`src/rtl/tile_row_packer_if.sv`:
```
// Handshake and tile-BRAM write bus for the tile row packer.
// master = configuration/data source side, slave = packer side.
interface tile_row_packer_if #(
    parameter int DATA_WIDTH      = 64,
    parameter int TILE_ADDR_WIDTH = 10
);
    logic                       start;
    logic [5:0]                 row_len;
    logic [9:0]                 chan_num;
    logic [TILE_ADDR_WIDTH-1:0] base_addr_wr;
    logic [DATA_WIDTH-1:0]      in_data;
    logic                       data_valid;
    logic                       data_consumed;
    logic                       tile_wr_en;
    logic [TILE_ADDR_WIDTH-1:0] tile_wr_addr;
    logic [7:0]                 tile_wr_data;
    logic                       busy;
    logic                       done;

    modport master (
        output start, row_len, chan_num, base_addr_wr, in_data, data_valid,
        input  data_consumed, tile_wr_en, tile_wr_addr, tile_wr_data, busy, done
    );

    modport slave (
        input  start, row_len, chan_num, base_addr_wr, in_data, data_valid,
        output data_consumed, tile_wr_en, tile_wr_addr, tile_wr_data, busy, done
    );
endinterface

```
`src/rtl/tile_row_packer.sv`:
```
// Unpacks 64-bit feature-map words into bytes and writes them one per cycle
// into the tile BRAM, dropping the pad bytes at the end of every row.
module tile_row_packer #(
    parameter int DATA_WIDTH      = 64,
    parameter int TILE_ADDR_WIDTH = 10
) (
    input  logic              clk,
    input  logic              rst_n,
    input  logic              clr,
    tile_row_packer_if.slave  bus
);

    typedef enum logic [1:0] {
        ST_IDLE = 2'd0,
        ST_RUN  = 2'd1,
        ST_DONE = 2'd2
    } state_t;

    state_t                     state_r;
    logic [5:0]                 row_len_r;
    logic [9:0]                 chan_num_r;
    logic [TILE_ADDR_WIDTH-1:0] ptr_r;
    logic [DATA_WIDTH-1:0]      hold_r;
    logic [3:0]                 hold_cnt_r;
    logic [2:0]                 byte_idx_r;
    logic [2:0]                 word_cnt_r;
    logic [9:0]                 row_cnt_r;
    logic                       wr_en_r;
    logic [TILE_ADDR_WIDTH-1:0] wr_addr_r;
    logic [7:0]                 wr_data_r;
    logic                       busy_r;
    logic                       done_r;

    logic [3:0] wpr_s;
    logic       last_word_s;
    logic [3:0] last_bytes_s;
    logic [3:0] word_bytes_s;
    logic       words_left_s;
    logic       hold_free_s;
    logic       accept_s;

    // Per-word byte count and acceptance; a new word can load while the
    // final held byte is being emitted so full words stream without bubbles.
    always_comb begin
        wpr_s        = {1'b0, row_len_r[5:3]} + {3'b000, |row_len_r[2:0]};
        last_word_s  = ({1'b0, word_cnt_r} == (wpr_s - 4'd1));
        last_bytes_s = (row_len_r[2:0] == 3'd0) ? 4'd8 : {1'b0, row_len_r[2:0]};
        if (last_word_s) begin
            word_bytes_s = last_bytes_s;
        end else begin
            word_bytes_s = 4'd8;
        end
        words_left_s = (row_cnt_r < chan_num_r);
        hold_free_s  = (hold_cnt_r == 4'd0) || (hold_cnt_r == 4'd1);
        // A word offered alongside start/clr would be thrown away, so it is not acknowledged.
        accept_s     = (state_r == ST_RUN) && bus.data_valid && words_left_s &&
                       hold_free_s && !bus.start && !clr;
    end

    assign bus.data_consumed = accept_s;
    assign bus.tile_wr_en    = wr_en_r;
    assign bus.tile_wr_addr  = wr_addr_r;
    assign bus.tile_wr_data  = wr_data_r;
    assign bus.busy          = busy_r;
    assign bus.done          = done_r;

    // Control FSM, hold register, counters and registered BRAM write port.
    always_ff @(posedge clk or negedge rst_n) begin
        if (!rst_n) begin
            state_r    <= ST_IDLE;
            row_len_r  <= 6'd0;
            chan_num_r <= 10'd0;
            ptr_r      <= '0;
            hold_r     <= '0;
            hold_cnt_r <= 4'd0;
            byte_idx_r <= 3'd0;
            word_cnt_r <= 3'd0;
            row_cnt_r  <= 10'd0;
            wr_en_r    <= 1'b0;
            wr_addr_r  <= '0;
            wr_data_r  <= 8'd0;
            busy_r     <= 1'b0;
            done_r     <= 1'b0;
        end else if (clr) begin
            state_r    <= ST_IDLE;
            row_len_r  <= 6'd0;
            chan_num_r <= 10'd0;
            ptr_r      <= '0;
            hold_r     <= '0;
            hold_cnt_r <= 4'd0;
            byte_idx_r <= 3'd0;
            word_cnt_r <= 3'd0;
            row_cnt_r  <= 10'd0;
            wr_en_r    <= 1'b0;
            wr_addr_r  <= '0;
            wr_data_r  <= 8'd0;
            busy_r     <= 1'b0;
            done_r     <= 1'b0;
        end else if (bus.start) begin
            row_len_r  <= bus.row_len;
            chan_num_r <= bus.chan_num;
            ptr_r      <= bus.base_addr_wr;
            hold_cnt_r <= 4'd0;
            byte_idx_r <= 3'd0;
            word_cnt_r <= 3'd0;
            row_cnt_r  <= 10'd0;
            wr_en_r    <= 1'b0;
            if ((bus.row_len == 6'd0) || (bus.chan_num == 10'd0)) begin
                state_r <= ST_DONE;
                busy_r  <= 1'b0;
                done_r  <= 1'b1;
            end else begin
                state_r <= ST_RUN;
                busy_r  <= 1'b1;
                done_r  <= 1'b0;
            end
        end else begin
            if (hold_cnt_r != 4'd0) begin
                wr_en_r    <= 1'b1;
                wr_addr_r  <= ptr_r;
                wr_data_r  <= hold_r[{byte_idx_r, 3'b000} +: 8];
                ptr_r      <= ptr_r + {{(TILE_ADDR_WIDTH-1){1'b0}}, 1'b1};
                byte_idx_r <= byte_idx_r + 3'd1;
                hold_cnt_r <= hold_cnt_r - 4'd1;
            end else begin
                wr_en_r <= 1'b0;
            end

            case (state_r)
                ST_RUN: begin
                    if (accept_s) begin
                        hold_r     <= bus.in_data;
                        hold_cnt_r <= word_bytes_s;
                        byte_idx_r <= 3'd0;
                        if (last_word_s) begin
                            word_cnt_r <= 3'd0;
                            row_cnt_r  <= row_cnt_r + 10'd1;
                        end else begin
                            word_cnt_r <= word_cnt_r + 3'd1;
                        end
                    end else if (!words_left_s && (hold_cnt_r == 4'd0)) begin
                        state_r <= ST_DONE;
                        busy_r  <= 1'b0;
                        done_r  <= 1'b1;
                    end else begin
                        state_r <= ST_RUN;
                    end
                end
                ST_IDLE: begin
                    state_r <= ST_IDLE;
                end
                ST_DONE: begin
                    state_r <= ST_DONE;
                end
                default: begin
                    state_r <= ST_IDLE;
                    busy_r  <= 1'b0;
                    done_r  <= 1'b0;
                end
            endcase
        end
    end

endmodule

```
`src/flat_wrapper.sv`:
```
// flat-port wrapper written by rule: the top's interface ports become plain ports
module tile_row_packer_flat 
#(
    parameter int DATA_WIDTH      = 64,
    parameter int TILE_ADDR_WIDTH = 10
)
  (clk, rst_n, clr, bus_start, bus_row_len, bus_chan_num, bus_base_addr_wr, bus_in_data, bus_data_valid, bus_data_consumed, bus_tile_wr_en, bus_tile_wr_addr, bus_tile_wr_data, bus_busy, bus_done);
  tile_row_packer_if #(.DATA_WIDTH(DATA_WIDTH), .TILE_ADDR_WIDTH(TILE_ADDR_WIDTH)) bus_i ();
  input  logic clk;
  input  logic rst_n;
  input  logic clr;
  input wire logic [$bits(bus_i.start)-1:0] bus_start;
  input wire logic [$bits(bus_i.row_len)-1:0] bus_row_len;
  input wire logic [$bits(bus_i.chan_num)-1:0] bus_chan_num;
  input wire logic [$bits(bus_i.base_addr_wr)-1:0] bus_base_addr_wr;
  input wire logic [$bits(bus_i.in_data)-1:0] bus_in_data;
  input wire logic [$bits(bus_i.data_valid)-1:0] bus_data_valid;
  output wire logic [$bits(bus_i.data_consumed)-1:0] bus_data_consumed;
  output wire logic [$bits(bus_i.tile_wr_en)-1:0] bus_tile_wr_en;
  output wire logic [$bits(bus_i.tile_wr_addr)-1:0] bus_tile_wr_addr;
  output wire logic [$bits(bus_i.tile_wr_data)-1:0] bus_tile_wr_data;
  output wire logic [$bits(bus_i.busy)-1:0] bus_busy;
  output wire logic [$bits(bus_i.done)-1:0] bus_done;
  assign bus_i.start = bus_start;
  assign bus_i.row_len = bus_row_len;
  assign bus_i.chan_num = bus_chan_num;
  assign bus_i.base_addr_wr = bus_base_addr_wr;
  assign bus_i.in_data = bus_in_data;
  assign bus_i.data_valid = bus_data_valid;
  assign bus_data_consumed = bus_i.data_consumed;
  assign bus_tile_wr_en = bus_i.tile_wr_en;
  assign bus_tile_wr_addr = bus_i.tile_wr_addr;
  assign bus_tile_wr_data = bus_i.tile_wr_data;
  assign bus_busy = bus_i.busy;
  assign bus_done = bus_i.done;
  tile_row_packer #(.DATA_WIDTH(DATA_WIDTH), .TILE_ADDR_WIDTH(TILE_ADDR_WIDTH)) u_core (.clk(clk), .rst_n(rst_n), .clr(clr), .bus(bus_i));
endmodule
```
`config.mk`:
```
export PLATFORM = sky130hd
export DESIGN_NAME = tile_row_packer_flat
export DESIGN_NICKNAME = d
export VERILOG_FILES = /design/src/rtl/tile_row_packer_if.sv /design/src/rtl/tile_row_packer.sv /design/src/flat_wrapper.sv
export SDC_FILE = /design/constraint.sdc
export NUM_CORES = 1
export LEC_CHECK = 0
export ABC_CLOCK_PERIOD_IN_PS = 6900
export CAP_MARGIN = 20
export CORE_MARGIN = 2
export CORE_UTILIZATION = 25
export DETAILED_ROUTE_END_ITERATION = 10
export DONT_BUFFER_PORTS = 1
export PLACE_DENSITY = 0.41
export REMOVE_ABC_BUFFERS = 1
export SETUP_SLACK_MARGIN = 0.02
export SLEW_MARGIN = 20
export SYNTH_ARGS = -nofsm -noshare
export SYNTH_HDL_FRONTEND = slang
export SYNTH_SLANG_ARGS = --single-unit
```
`constraint.sdc`:
```
create_clock -name clk -period 6.9 [get_ports clk]
set_clock_uncertainty 0.1 [all_clocks]
set_input_delay 1.38 -clock clk [delete_from_list [all_inputs] [get_ports clk]]
set_output_delay 1.38 -clock clk [all_outputs]
set_load 0.005 [all_outputs]
```
==> impl_metrics.ini <==
[status]
status = completed

[setup_path]
critPathSlowestCell = sky130_fd_sc_hd__nor2_1
critical_path.max_fanout = 5
worst_setup_path_start_kind = flip-flop
crit_top_cell = sky130_fd_sc_hd__nor2_1
critPathKind = reg -> out
critPathCaptureType = output pin
critical_path_required_ps = 5420
crit_path_max_incr_delay_ps = 430
worst-endpoint-arrival_ps = 2490
cp_cell_sequence = ha_1 > a211oi_1 > nor2_1 > nor3_1 > nand3_2 > nor2_1
regToRegStartpoint = u_core.row_len_r[1]
critPathLaunch = u_core.row_cnt_r[7]

[worst_hold_path]
worst_hold_path_type = reg -> reg
worstHoldStart = u_core.hold_r[3]

[clock_network]
clkTransAtPathRegs_ps = 60
insertion_delay_ps = 420
clock_sink_count = 133
cts-root-to-sink-buffers = 2
tritoncts.num_buffers = 17
holdBufCountCts = 0
clock_tree.root_cell = sky130_fd_sc_hd__clkbuf_16
post_cts_resize_count = 0
cts_max_level = 4
cts_tree = built
cts_setup_buffers = 0

[logic_synthesis]
synthDominantCellAreaShare = 0.5013
yosysTopAreaCell = sky130_fd_sc_hd__dfrtp_1
synth_cell_types = 52
synth_seq_area_share = 0.5013
yosys_warnings = 0
gate_count_of_the_mapped_netlist = 691
synth_edf_count = 0
netlist_area_sq_um = 6639
asyncSetResetFlopFracSynth = 1.000
yosys_register_bits = 133
synth_area_per_cell_sq_um = 9.608
synth_ff_type = sky130_fd_sc_hd__dfrtp_1
synth.top_cells.by_area = sky130_fd_sc_hd__dfrtp_1 (50%), sky130_fd_sc_hd__nand2_1 (8.9%), sky130_fd_sc_hd__a21oi_1 (6.7%), sky130_fd_sc_hd__mux4_2 (5.4%), sky130_fd_sc_hd__mux2i_1 (4.2%)

[route]
dr.first_iter.drc_count = 388
drt-total-wl_mm = 17.70
vias = 4948
drt_drc_violations_left = 0
met2WireLength_mm = 8.105
drtAntennaViolNets = 0
met1Wirelength_mm = 8.231
drt-vias-per-instance = 4.856
drt-wirelength-per-cell_microns = 17.37
routed.top_layer = met4
met3_wirelength_mm = 1.203
drt_pass1_iterations = 6

[placed_design]
port_buffers = 0
place_congestion = 0.7910
placedCellCount = 987
hpwl_mm = 11.47

[die]
chipHeight_microns = 167.0
die_area_sq_um = 27880
placement_rows = 59
chipWidth_microns = 167.0
pin_count = 117
initial_core_util = 0.2548
core-area_sq_um = 26060

[timing]
fin_crit_ps = 3971
final.period_utilization = 0.5755
fin_tns_setup_ps = 0
rsz0062_at_grt = no
max_freq_ghz = 0.2518
relSlewSlack = 0.2848
hold_ws_ps = 414.4
drv_slew = 0
hold_violations = 0
setup_violations = 0
tightest_slew_ps = 1064

[grt]
grt_antenna_before_repair = 0
grt_pass1_vias = 5169
track_usage = 0.1320
globalRoute.totalOverflow = 0
grt_first_pass_wirelength_mm = 29.06
largest_net_degree_at_the_start_of_global_routing = 134

[final_layout]
final_layout_size_suffix_gt1_frac = 0.09795
design.final.nets = 786
syn_to_final_growth_pct = 13.14
finalNonFillerCells = 1019
insertedDiodeCount = 0

[pwr]
power-per-cell-area_nw_per_um2 = 247.5
worst_ir_drop_vdd_v = 0.0001086
power.leakage_nw = 3.095

[job]
max-cap-violations = 0
## through the flow
| stage | util | power, mW | area, sq um | setup WS [ps] |
|---|---|---|---|---|
| 2_1_floorplan | - | 0.9130 | 6467 | 1786 |
| 3_3_place_gp | 0.2654 | 0.9407 | 6917 | 3018 |
| 3_5_place_dp | 0.2654 | 0.9447 | 6917 | 3014 |
| 4_1_cts | 0.2882 | 1.890 | 7511 | 2834 |
| 5_1_grt | 0.2882 | 1.947 | 7511 | 2653 |
| 6_report | 0.2882 | 1.859 | 7511 | 2929 |
## cell usage after synthesis, drive strengths merged, types with 2 or more instances
cell and number:
o21ai 15, nor2 49, a21oi 89, and3 5
nand4 4, dfrtp 133, a211oi 5, or4 3
xnor2 7, a221oi 2, and2 3, mux2i 28
xor2 5, mux4 16, a31oi 4, nand3 17
nand2 158, buf 17, nor3 11, inv 24
a22o 9, ha 20, or3 8, clkbuf 25
o31ai 5, a31o 3, nand3b 4, nor4 4
## worst paths after layout
kind	cells past startpoint	slack, ps	end
min reg2reg	2	410	u_core.hold_r[3]
min in group asynchronous	0	550	u_core.chan_num_r[9]
max	6	2930	bus_data_consumed
min	2	410	u_core.hold_r[3]
max reg2reg	9	3710	u_core.row_cnt_r[4]
max in group asynchronous	0	5920	u_core.hold_r[62]
## critical path: cells and delay by family (launching register included)
kind                     cells  cell delay (ps)
AND/OR/NAND/NOR              4             1110
flip-flops                   1              420
adder cells (fa/ha/maj)      1              330
AO/OA/AOI/OAI                1              220
## cells by family (layout without fill, tap and decap cells)
group	count (synthesis)	count (layout)	share of synthesized area
and+or+nand+nor	273	273	0.1822
AOI/OAI and AO/OA	142	142	0.1253
DFF	133	133	0.5013
buffers and inverters	66	59	0.03939
muxes	45	45	0.09819
adders and majority gates	20	20	0.03769
xor gates and xnor gates	12	12	0.01583
## routing by layer
metal | vias up | global-route usage
met5 | - | 0
met4 | 0 | 0.03523
met3 | 11 | 0.04491
met2 | 114 | 0.2059
met1 | 2463 | 0.1751
li1 | 2360 | -
## sequential cells by signal (all words and copies together) (netlist names), 2 cells and up
| signal | cells |
|---|---|
| u_core.row_cnt_r | 10 |
| u_core.chan_num_r | 10 |
| u_core.hold_r | 64 |
| u_core.byte_idx_r | 3 |
| u_core.bus.tile_wr_data | 8 |
| u_core.state_r | 2 |
| u_core.row_len_r | 6 |
| u_core.bus.tile_wr_addr | 10 |
| u_core.word_cnt_r | 3 |
| u_core.ptr_r | 10 |
| u_core.hold_cnt_r | 4 |
## placed cells by master, fill, tap and decap left out, types with 7 or more instances in the layout
master / count
sky130_fd_sc_hd__xnor2_1: 7
sky130_fd_sc_hd__a21oi_1: 89
sky130_fd_sc_hd__ha_1: 20
sky130_fd_sc_hd__o21ai_0: 15
sky130_fd_sc_hd__inv_1: 23
sky130_fd_sc_hd__nand3_1: 16
sky130_fd_sc_hd__mux4_2: 16
sky130_fd_sc_hd__a22o_1: 9
sky130_fd_sc_hd__dfrtp_1: 133
sky130_fd_sc_hd__or3_1: 7
sky130_fd_sc_hd__nor2_1: 48
sky130_fd_sc_hd__nor3_1: 10
sky130_fd_sc_hd__clkbuf_16: 17
sky130_fd_sc_hd__nand2_1: 158
sky130_fd_sc_hd__mux2i_1: 28
## final cells by class
type	count	area, sq um
sequential	133	3328
multi-input combinational	492	3057
timing repair buffer	3	22.52
fill	2739	18550
clock inverter	15	168.9
clock buffer	17	425.4
tap	335	419.2
inverter	24	90.09
## where the power goes
part	internal, mW	switching [mW]
registers	0.800	0.0152
logic	0.0460	0.0660
clock network	0.541	0.390
No activity file was read; power rests on OpenSTA's default activity.
